===== src/rtl/exc_controller.sv =====
// Exception controller: accepts overflow/undefined-opcode traps,
// redirects fetch, records EPC/Cause, and sequences ERET.
// Ports:
//   clk, rst_n                     clock, async active-low reset
//   ovf_e, und_d, eret_d           exception / return requests
//   pc_e, pc_d                     PCs of Execute / Decode instructions
//   flush_d, flush_e, flush_m      pipeline register flushes (comb)
//   pc_sel                         0 seq, 1 vector_pc, 2 epc (comb)
//   vector_pc                      handler entry address
//   epc, cause                     exception PC / Cause registers
//   exc_active                     high in HANDLER or RETURN
//   double_fault                   sticky nested-exception flag
//   exc_count                      saturating accepted-exception count
module exc_controller #(
   parameter logic [31:0] EXC_VECTOR = 32'h8000_0180,
   parameter logic [31:0] CAUSE_OVF  = 32'h0000_0030,
   parameter logic [31:0] CAUSE_UND  = 32'h0000_0028
) (
   input  logic        clk,
   input  logic        rst_n,
   input  logic        ovf_e,
   input  logic        und_d,
   input  logic        eret_d,
   input  logic [31:0] pc_e,
   input  logic [31:0] pc_d,
   output logic        flush_d,
   output logic        flush_e,
   output logic        flush_m,
   output logic [1:0]  pc_sel,
   output logic [31:0] vector_pc,
   output logic [31:0] epc,
   output logic [31:0] cause,
   output logic        exc_active,
   output logic        double_fault,
   output logic [7:0]  exc_count
);

   typedef enum logic [1:0] {
      IDLE    = 2'd0,
      HANDLER = 2'd1,
      RETURN  = 2'd2
   } state_t;

   state_t      r_state;
   logic [31:0] r_epc;
   logic [31:0] r_cause;
   logic        r_exc_active;
   logic        r_double_fault;
   logic [7:0]  r_exc_count;
   logic        w_exc;

   assign w_exc = ovf_e | und_d;

   // Redirect/flush decode. Forced quiet while reset is held so a
   // pending exception input cannot disturb the pipeline.
   always_comb begin
      flush_d = 1'b0;
      flush_e = 1'b0;
      flush_m = 1'b0;
      pc_sel  = 2'd0;
      if (rst_n) begin
         unique case (r_state)
            IDLE: begin
               // Execute instruction is older, so overflow wins
               if (ovf_e) begin
                  flush_d = 1'b1;
                  flush_e = 1'b1;
                  flush_m = 1'b1;
                  pc_sel  = 2'd1;
               end else if (und_d) begin
                  flush_d = 1'b1;
                  flush_e = 1'b1;
                  pc_sel  = 2'd1;
               end
            end
            HANDLER: begin
               if (eret_d) begin
                  flush_d = 1'b1;
                  pc_sel  = 2'd2;
               end
            end
            default: ;
         endcase
      end
   end

   always_ff @(posedge clk or negedge rst_n) begin
      if (!rst_n) begin
         r_state        <= IDLE;
         r_epc          <= 32'd0;
         r_cause        <= 32'd0;
         r_exc_active   <= 1'b0;
         r_double_fault <= 1'b0;
         r_exc_count    <= 8'd0;
      end else begin
         unique case (r_state)
            IDLE: begin
               if (w_exc) begin
                  r_epc        <= ovf_e ? pc_e : pc_d;
                  r_cause      <= ovf_e ? CAUSE_OVF : CAUSE_UND;
                  r_state      <= HANDLER;
                  r_exc_active <= 1'b1;
                  if (r_exc_count != 8'hFF)
                     r_exc_count <= r_exc_count + 8'd1;
               end
            end
            HANDLER: begin
               if (w_exc)
                  r_double_fault <= 1'b1;
               if (eret_d)
                  r_state <= RETURN;
            end
            RETURN: begin
               if (w_exc)
                  r_double_fault <= 1'b1;
               r_state      <= IDLE;
               r_exc_active <= 1'b0;
            end
            default: begin
               r_state      <= IDLE;
               r_exc_active <= 1'b0;
            end
         endcase
      end
   end

   assign vector_pc    = EXC_VECTOR;
   assign epc          = r_epc;
   assign cause        = r_cause;
   assign exc_active   = r_exc_active;
   assign double_fault = r_double_fault;
   assign exc_count    = r_exc_count;

endmodule


===== config.mk =====
export PLATFORM = sky130hd
export DESIGN_NAME = exc_controller
export DESIGN_NICKNAME = d
export VERILOG_FILES = /design/src/rtl/exc_controller.sv
export SDC_FILE = /design/constraint.sdc
export NUM_CORES = 1
export LEC_CHECK = 0
export CORE_MARGIN = 2
export CORE_UTILIZATION = 36
export CTS_CLUSTER_DIAMETER = 100
export DETAILED_ROUTE_END_ITERATION = 12
export PLACE_DENSITY = 0.84
export REMOVE_ABC_BUFFERS = 1
export SLEW_MARGIN = 40
export SYNTH_ARGS = -nofsm -noshare
export SYNTH_HDL_FRONTEND = slang
export SYNTH_SLANG_ARGS = --single-unit

===== constraint.sdc =====
create_clock -name clk -period 2.45 [get_ports clk]
set_input_delay 0.735 -clock clk [delete_from_list [all_inputs] [get_ports clk]]
set_output_delay 0.735 -clock clk [all_outputs]
set_load 0.01 [all_outputs]

==> results of run 1 <==
## power groups by stage
stage,logic [µW],registers (µW),clock network (µW)
after global routing,2550,1510,496
after detailed placement,2350,1470,0
after floorplan,970,1580,0
after global placement,2280,1440,0
after CTS,2340,1460,459
final,2340,1460,441
## sequential cells by signal, indices dropped and copies added (netlist names)
register and flops:
r_state 2, epc 32, cause 3, exc_active 1, exc_count 8, double_fault 1
## path summary, 6_finish.rpt
check	from	endpoint	slack, ns	depth (start not counted)
worst max register to register	r_state[1]	epc[20]	0.62	7
max in group asynchronous	rst_n	epc[18]	1.61	3
worst min register to register	double_fault	double_fault	0.48	1
min in group clk	double_fault	double_fault	0.48	1
worst max-delay path	eret_d	flush_d	0.05	4
worst min-delay path	rst_n	exc_active	0.35	2
## through the flow
stage                     utilization, %  TNS, ns
final                               53.2        0
after CTS                           53.3        0
after global placement              52.5    -2.43
after detailed placement            52.5    -2.71
after global routing                53.2        0
after floorplan                        -    -3.43
## cell families after synthesis
logic type | share of synthesized area [%]
flops | 43.4
xor+xnor | 0.646
other cells | 0.277
mux | 2.91
buf+inv | 20.8
fa+ha+maj | 2.31
simple gates | 5.35
compound gates | 24.4
## area by class of cell
type,count,share of cell area [%]
Inverter,4,0.387
Tap cell,99,3.19
Clock inverter,1,0.193
Clock buffer,5,1.77
Timing Repair Buffer,133,33.1
Sequential cell,47,30.3
Multi-Input combinational cell,208,31.1
## routing by layer
layer  up-vias  GRT usage (%)
met5         -              0
met4         0           4.17
met3         7           4.92
met2       123           31.1
met1      1181           21.1
li1       1141              -
## critical path, cell delays in order
cell and delay (ns):
clkdlybuf4s50_1 0.44, o2111a_1 0.15, or2_1 0.21, buf_2 0.14
## timing repair
item	in CTS	in global routing
hold endpoints to repair	0	0
gates resized for setup	19	6
setup endpoints to repair	5	3
## cells in the final DEF (no fill, tap or decap), types with 3 or more instances in the layout
master           count
buf_4               13
ha_1                 4
nor2_1               3
a21oi_1             36
nand2b_1             3
mux2_2               7
o22ai_1             64
clkbuf_8             5
conb_1              61
clkdlybuf4s50_1    110
buf_2                5
nand2_1              6
nand4_1              4
inv_1                3
dfrtp_1             47
## cell usage after synthesis, types with 2 or more instances
cell type / n
ha_1: 5
clkbuf_1: 6
dfrtp_1: 47
buf_2: 9
conb_1: 2
nand2b_1: 3
mux2_2: 7
nor2_1: 3
o22ai_1: 64
a21oi_1: 36
buf_4: 64
o2111a_1: 2
nand2_1: 6
inv_1: 4
o21ai_0: 2
nand4_1: 4
==> out/results.txt, run 1 <==
area of the multi-input gates = 1210 µm²
post-CTS setup buffers = 0
switch share = 38.6%
CP Capture Type = output port
Leakage = 0.00164 µW
power consumption = 4240 µW
switching pwr = 1640 µW
Yosys top cell by area = dfrtp_1
Comb pwr share = 55.2%
DRC = 0
First-pass DRT Iterations = 4
CTS tree = done
vias in the first global route = 2396
TritonCTS buffer count = 5
RSZ-0062 raised after global routing = no
CTS H-Tree Depth = 2
core area = 7290 µm²
register area share after synthesis = 43.4%
Cells after Synth = 279
fin crit period = 2.40 ns
CP required = 1.71 ns
Peak Freq = 0.417 GHz
Max Buffers Root-to-Sink = 2
fin. max-slew vios = 0
via count = 2452
via/cell ratio = 4.93
# IOs = 180
IO Port Bufs = 118
mapped cell area = 2710 µm²
CP Launch Type = input pin
predominant post-synthesis flop cell = dfrtp_1
WHS = 0.353 ns
Post-DP Area = 3820 µm²
Max Cap Violations = 0
Clk pwr share = 10.4%
EDFF count, synth = 0
die height = 90.8 µm
power per standard cell area = 1090 nW/µm²
antenna violations before repair = 0
global placer's final weighted congestion = 0.785
Final Hold Vio Count = 0
worst vdd ir = 0.000730 V
final WL = 7480 µm
largest net degree at the start of global routing = 38
clock skew = 0.00528 ns
Unique masters post-synth = 31
# setup viols final = 0
Layout area overhead = 43.1%
DRT iter0 DRCs = 46
FF+latch count, synth = 47
Tcrit/Tclk final = 97.9%
register area = 1180 µm²
GRT overflow = 0
main area contributors after synthesis = dfrtp_1 (43%), buf_4 (18%), o22ai_1 (15%)
WL/cell = 15.1 µm
Internal = 2600 µW
root buf cell = clkbuf_8
Crit Path Category = in -> out
CTS Hold Bufs = 0
syn avg cell area = 9.72 µm²
Antenna Cells = 0
DP HPWL = 5380 µm
setup ws final = 0.0520 ns
Highest Signal Layer = met4
Starting Density = 37.2%
full die area = 8240 µm²
fraction of layout cells with a size suffix above 1 = 11.3%
HP Class = in -> async
global-route wire length before repair = 11800 µm
clock latency on the worst-skew pair = 0.29 ns
Reg clk slew, reported paths = 0.08 ns
# nets final = 473
Worst Path Max Fanout = 2
met2 wire len = 3810 µm
Final ANT Viol Nets = 0
dpl ws = -0.595 ns
M1 WL = 3010 µm
warnings from Yosys = 0
CP arrival = 1.66 ns
GRT Util Overall = 17.5%
# rows = 31
cell area after layout = 3880 µm²
DIE WIDTH = 90.8 µm
dpl cells = 491
Layout Cells excl Fill = 497
Reg power frac = 34.4%
metal3 WL = 591 µm
total clock sinks = 47
FFs w/ async S/R, synth = 100%
outcome = completed
Synth top area share = 43.4%
Fillers = 672
Note: power is estimated with default switching activity, not from simulation.
==> run 2: changes to the inputs <==
--- a/config.mk
+++ b/config.mk
@@ -9,7 +9,7 @@
 export CORE_UTILIZATION = 36
 export CTS_CLUSTER_DIAMETER = 100
 export DETAILED_ROUTE_END_ITERATION = 12
-export PLACE_DENSITY = 0.84
+export PLACE_DENSITY = 0.81
 export REMOVE_ABC_BUFFERS = 1
 export SLEW_MARGIN = 40
 export SYNTH_ARGS = -nofsm -noshare
==> run 2 against run 1 <==
Effect of this change:
- sequential share of layout area shrank 0.38 points
- non-clock buffer count is the same
- utilization grew 0.67 points
- global-route usage grew 0.40 points
- setup slack lost 0.0065 ns
- die area is the same
- cell count grew 0.40%
- count of clock-buffer cells in the layout grew 1
==> out/results.txt, run 2 (synthesized netlist as in run 1, its figures left out) <==
Max Buffers Root-to-Sink = 2
core area = 7290 µm²
most frequent cells in the layout = clkdlybuf4s50_1 (110), o22ai_1 (64), conb_1 (61), dfrtp_1 (47), a21oi_1 (36)
DP HPWL = 5490 µm
Final Hold Vio Count = 0
DIE WIDTH = 90.8 µm
WL/cell = 15.1 µm
Layout area overhead = 44.9%
register area = 1180 µm²
final WL = 7530 µm
via count = 2424
Antenna Cells = 0
worst vdd ir = 0.000508 V
die height = 90.8 µm
Leakage = 0.00166 µW
TritonCTS buffer count = 5
vias in the first global route = 2413
CTS tree = done
Crit Path Category = in -> out
global placer's final weighted congestion = 0.719
# setup viols final = 0
most common cell after layout, fill and taps aside = clkdlybuf4s50_1
largest net degree at the start of global routing = 38
# nets final = 473
setup ws final = 0.0456 ns
CP Launch Type = input pin
RSZ-0062 raised after global routing = no
fin crit period = 2.40 ns
Worst Path Max Fanout = 2
global-route wire length before repair = 12100 µm
full die area = 8240 µm²
Max Cap Violations = 0
antenna violations before repair = 0
power per standard cell area = 1110 nW/µm²
IO Port Bufs = 118
Final ANT Viol Nets = 0
dpl ws = -0.598 ns
fraction of layout cells with a size suffix above 1 = 11.3%
CP Capture Type = output port
max FFs per register = 32
area of the multi-input gates = 1210 µm²
total clock sinks = 47
CTS H-Tree Depth = 2
power consumption = 4370 µW
outcome = completed
Reg clk slew, reported paths = 0.08 ns
First-pass DRT Iterations = 4
fin. max-slew vios = 0
# rows = 31
DRC = 0
GRT overflow = 0
clock skew = 0.00527 ns
Tcrit/Tclk final = 98.1%
clock latency on the worst-skew pair = 0.29 ns
DRT iter0 DRCs = 85
GRT Util Overall = 17.9%
CTS Hold Bufs = 0
root buf cell = clkbuf_8
HP Class = in -> async
Layout Utilization = 53.9%
CP required = 1.71 ns
Starting Density = 37.2%
CP arrival = 1.67 ns
via/cell ratio = 4.86
Peak Freq = 0.416 GHz
Fillers = 684
# IOs = 180
run 2: changes by cell type in the layout (fill, tap and decap cells not counted), sizes merged:
cell           delta
buf               -2
bufinv            +1
clkdlybuf4s15     +1
clkinv            +1
dlygate4sd2       +3
clkbuf            -1
clkinvlp          -1
run 2: through the flow:
step	std cells	hold slack, ns	setup TNS (ns)	cell area (µm²)
2_1_floorplan	259	0.439	-3.43	2380
3_3_place_gp	490	0.455	-2.29	3800
6_report	499	0.451	0	3930
3_5_place_dp	490	0.454	-2.26	3800
5_1_grt	499	0.460	0	3930
4_1_cts	499	0.447	0	3930
run 2: routing by layer:
metal / track usage, % / share of wire [%]
met1: 21.9 / 41
met2: 32.0 / 51
met3: 5.26 / 7.8
met4: 2.65 / 0.53
met5: 0 / 0
run 2: final cells by class:
type | count | share of cell area (%)
Timing Repair Buffer | 133 | 32.8
Multi-Input combinational cell | 208 | 30.8
Sequential cell | 47 | 29.9
Tap cell | 99 | 3.15
Clock buffer | 6 | 2.10
Clock inverter | 2 | 0.892
Inverter | 4 | 0.382
run 2: worst paths after layout:
| check | startpoint | endpoint | slack, ns | depth (start not counted) |
|---|---|---|---|---|
| max reg2reg | r_state[0] | epc[28] | 0.64 | 7 |
| min in group clk | double_fault | double_fault | 0.47 | 1 |
| max in group asynchronous | rst_n | epc[3] | 1.64 | 3 |
| min reg2reg | double_fault | double_fault | 0.47 | 1 |
| min | rst_n | exc_active | 0.45 | 2 |
| max | eret_d | pc_sel[1] | 0.05 | 3 |
run 2: worst max-delay path, stage by stage:
cell	delay, ns
clkdlybuf4s50_1	0.48
o2111a_1	0.18
dlygate4sd2_1	0.27
run 2: timing repair:
action | CTS | global route
gates resized for setup | 16 | 2
endpoints found under the setup margin | 5 | 1
buffers inserted | 1 | 0
pin swaps | 0 | 1
run 2: report_power, final:
group          switching, µW  internal [µW]
combinational           1080           1260
sequential               309           1140
clock                    250            330
total                   1640           2730
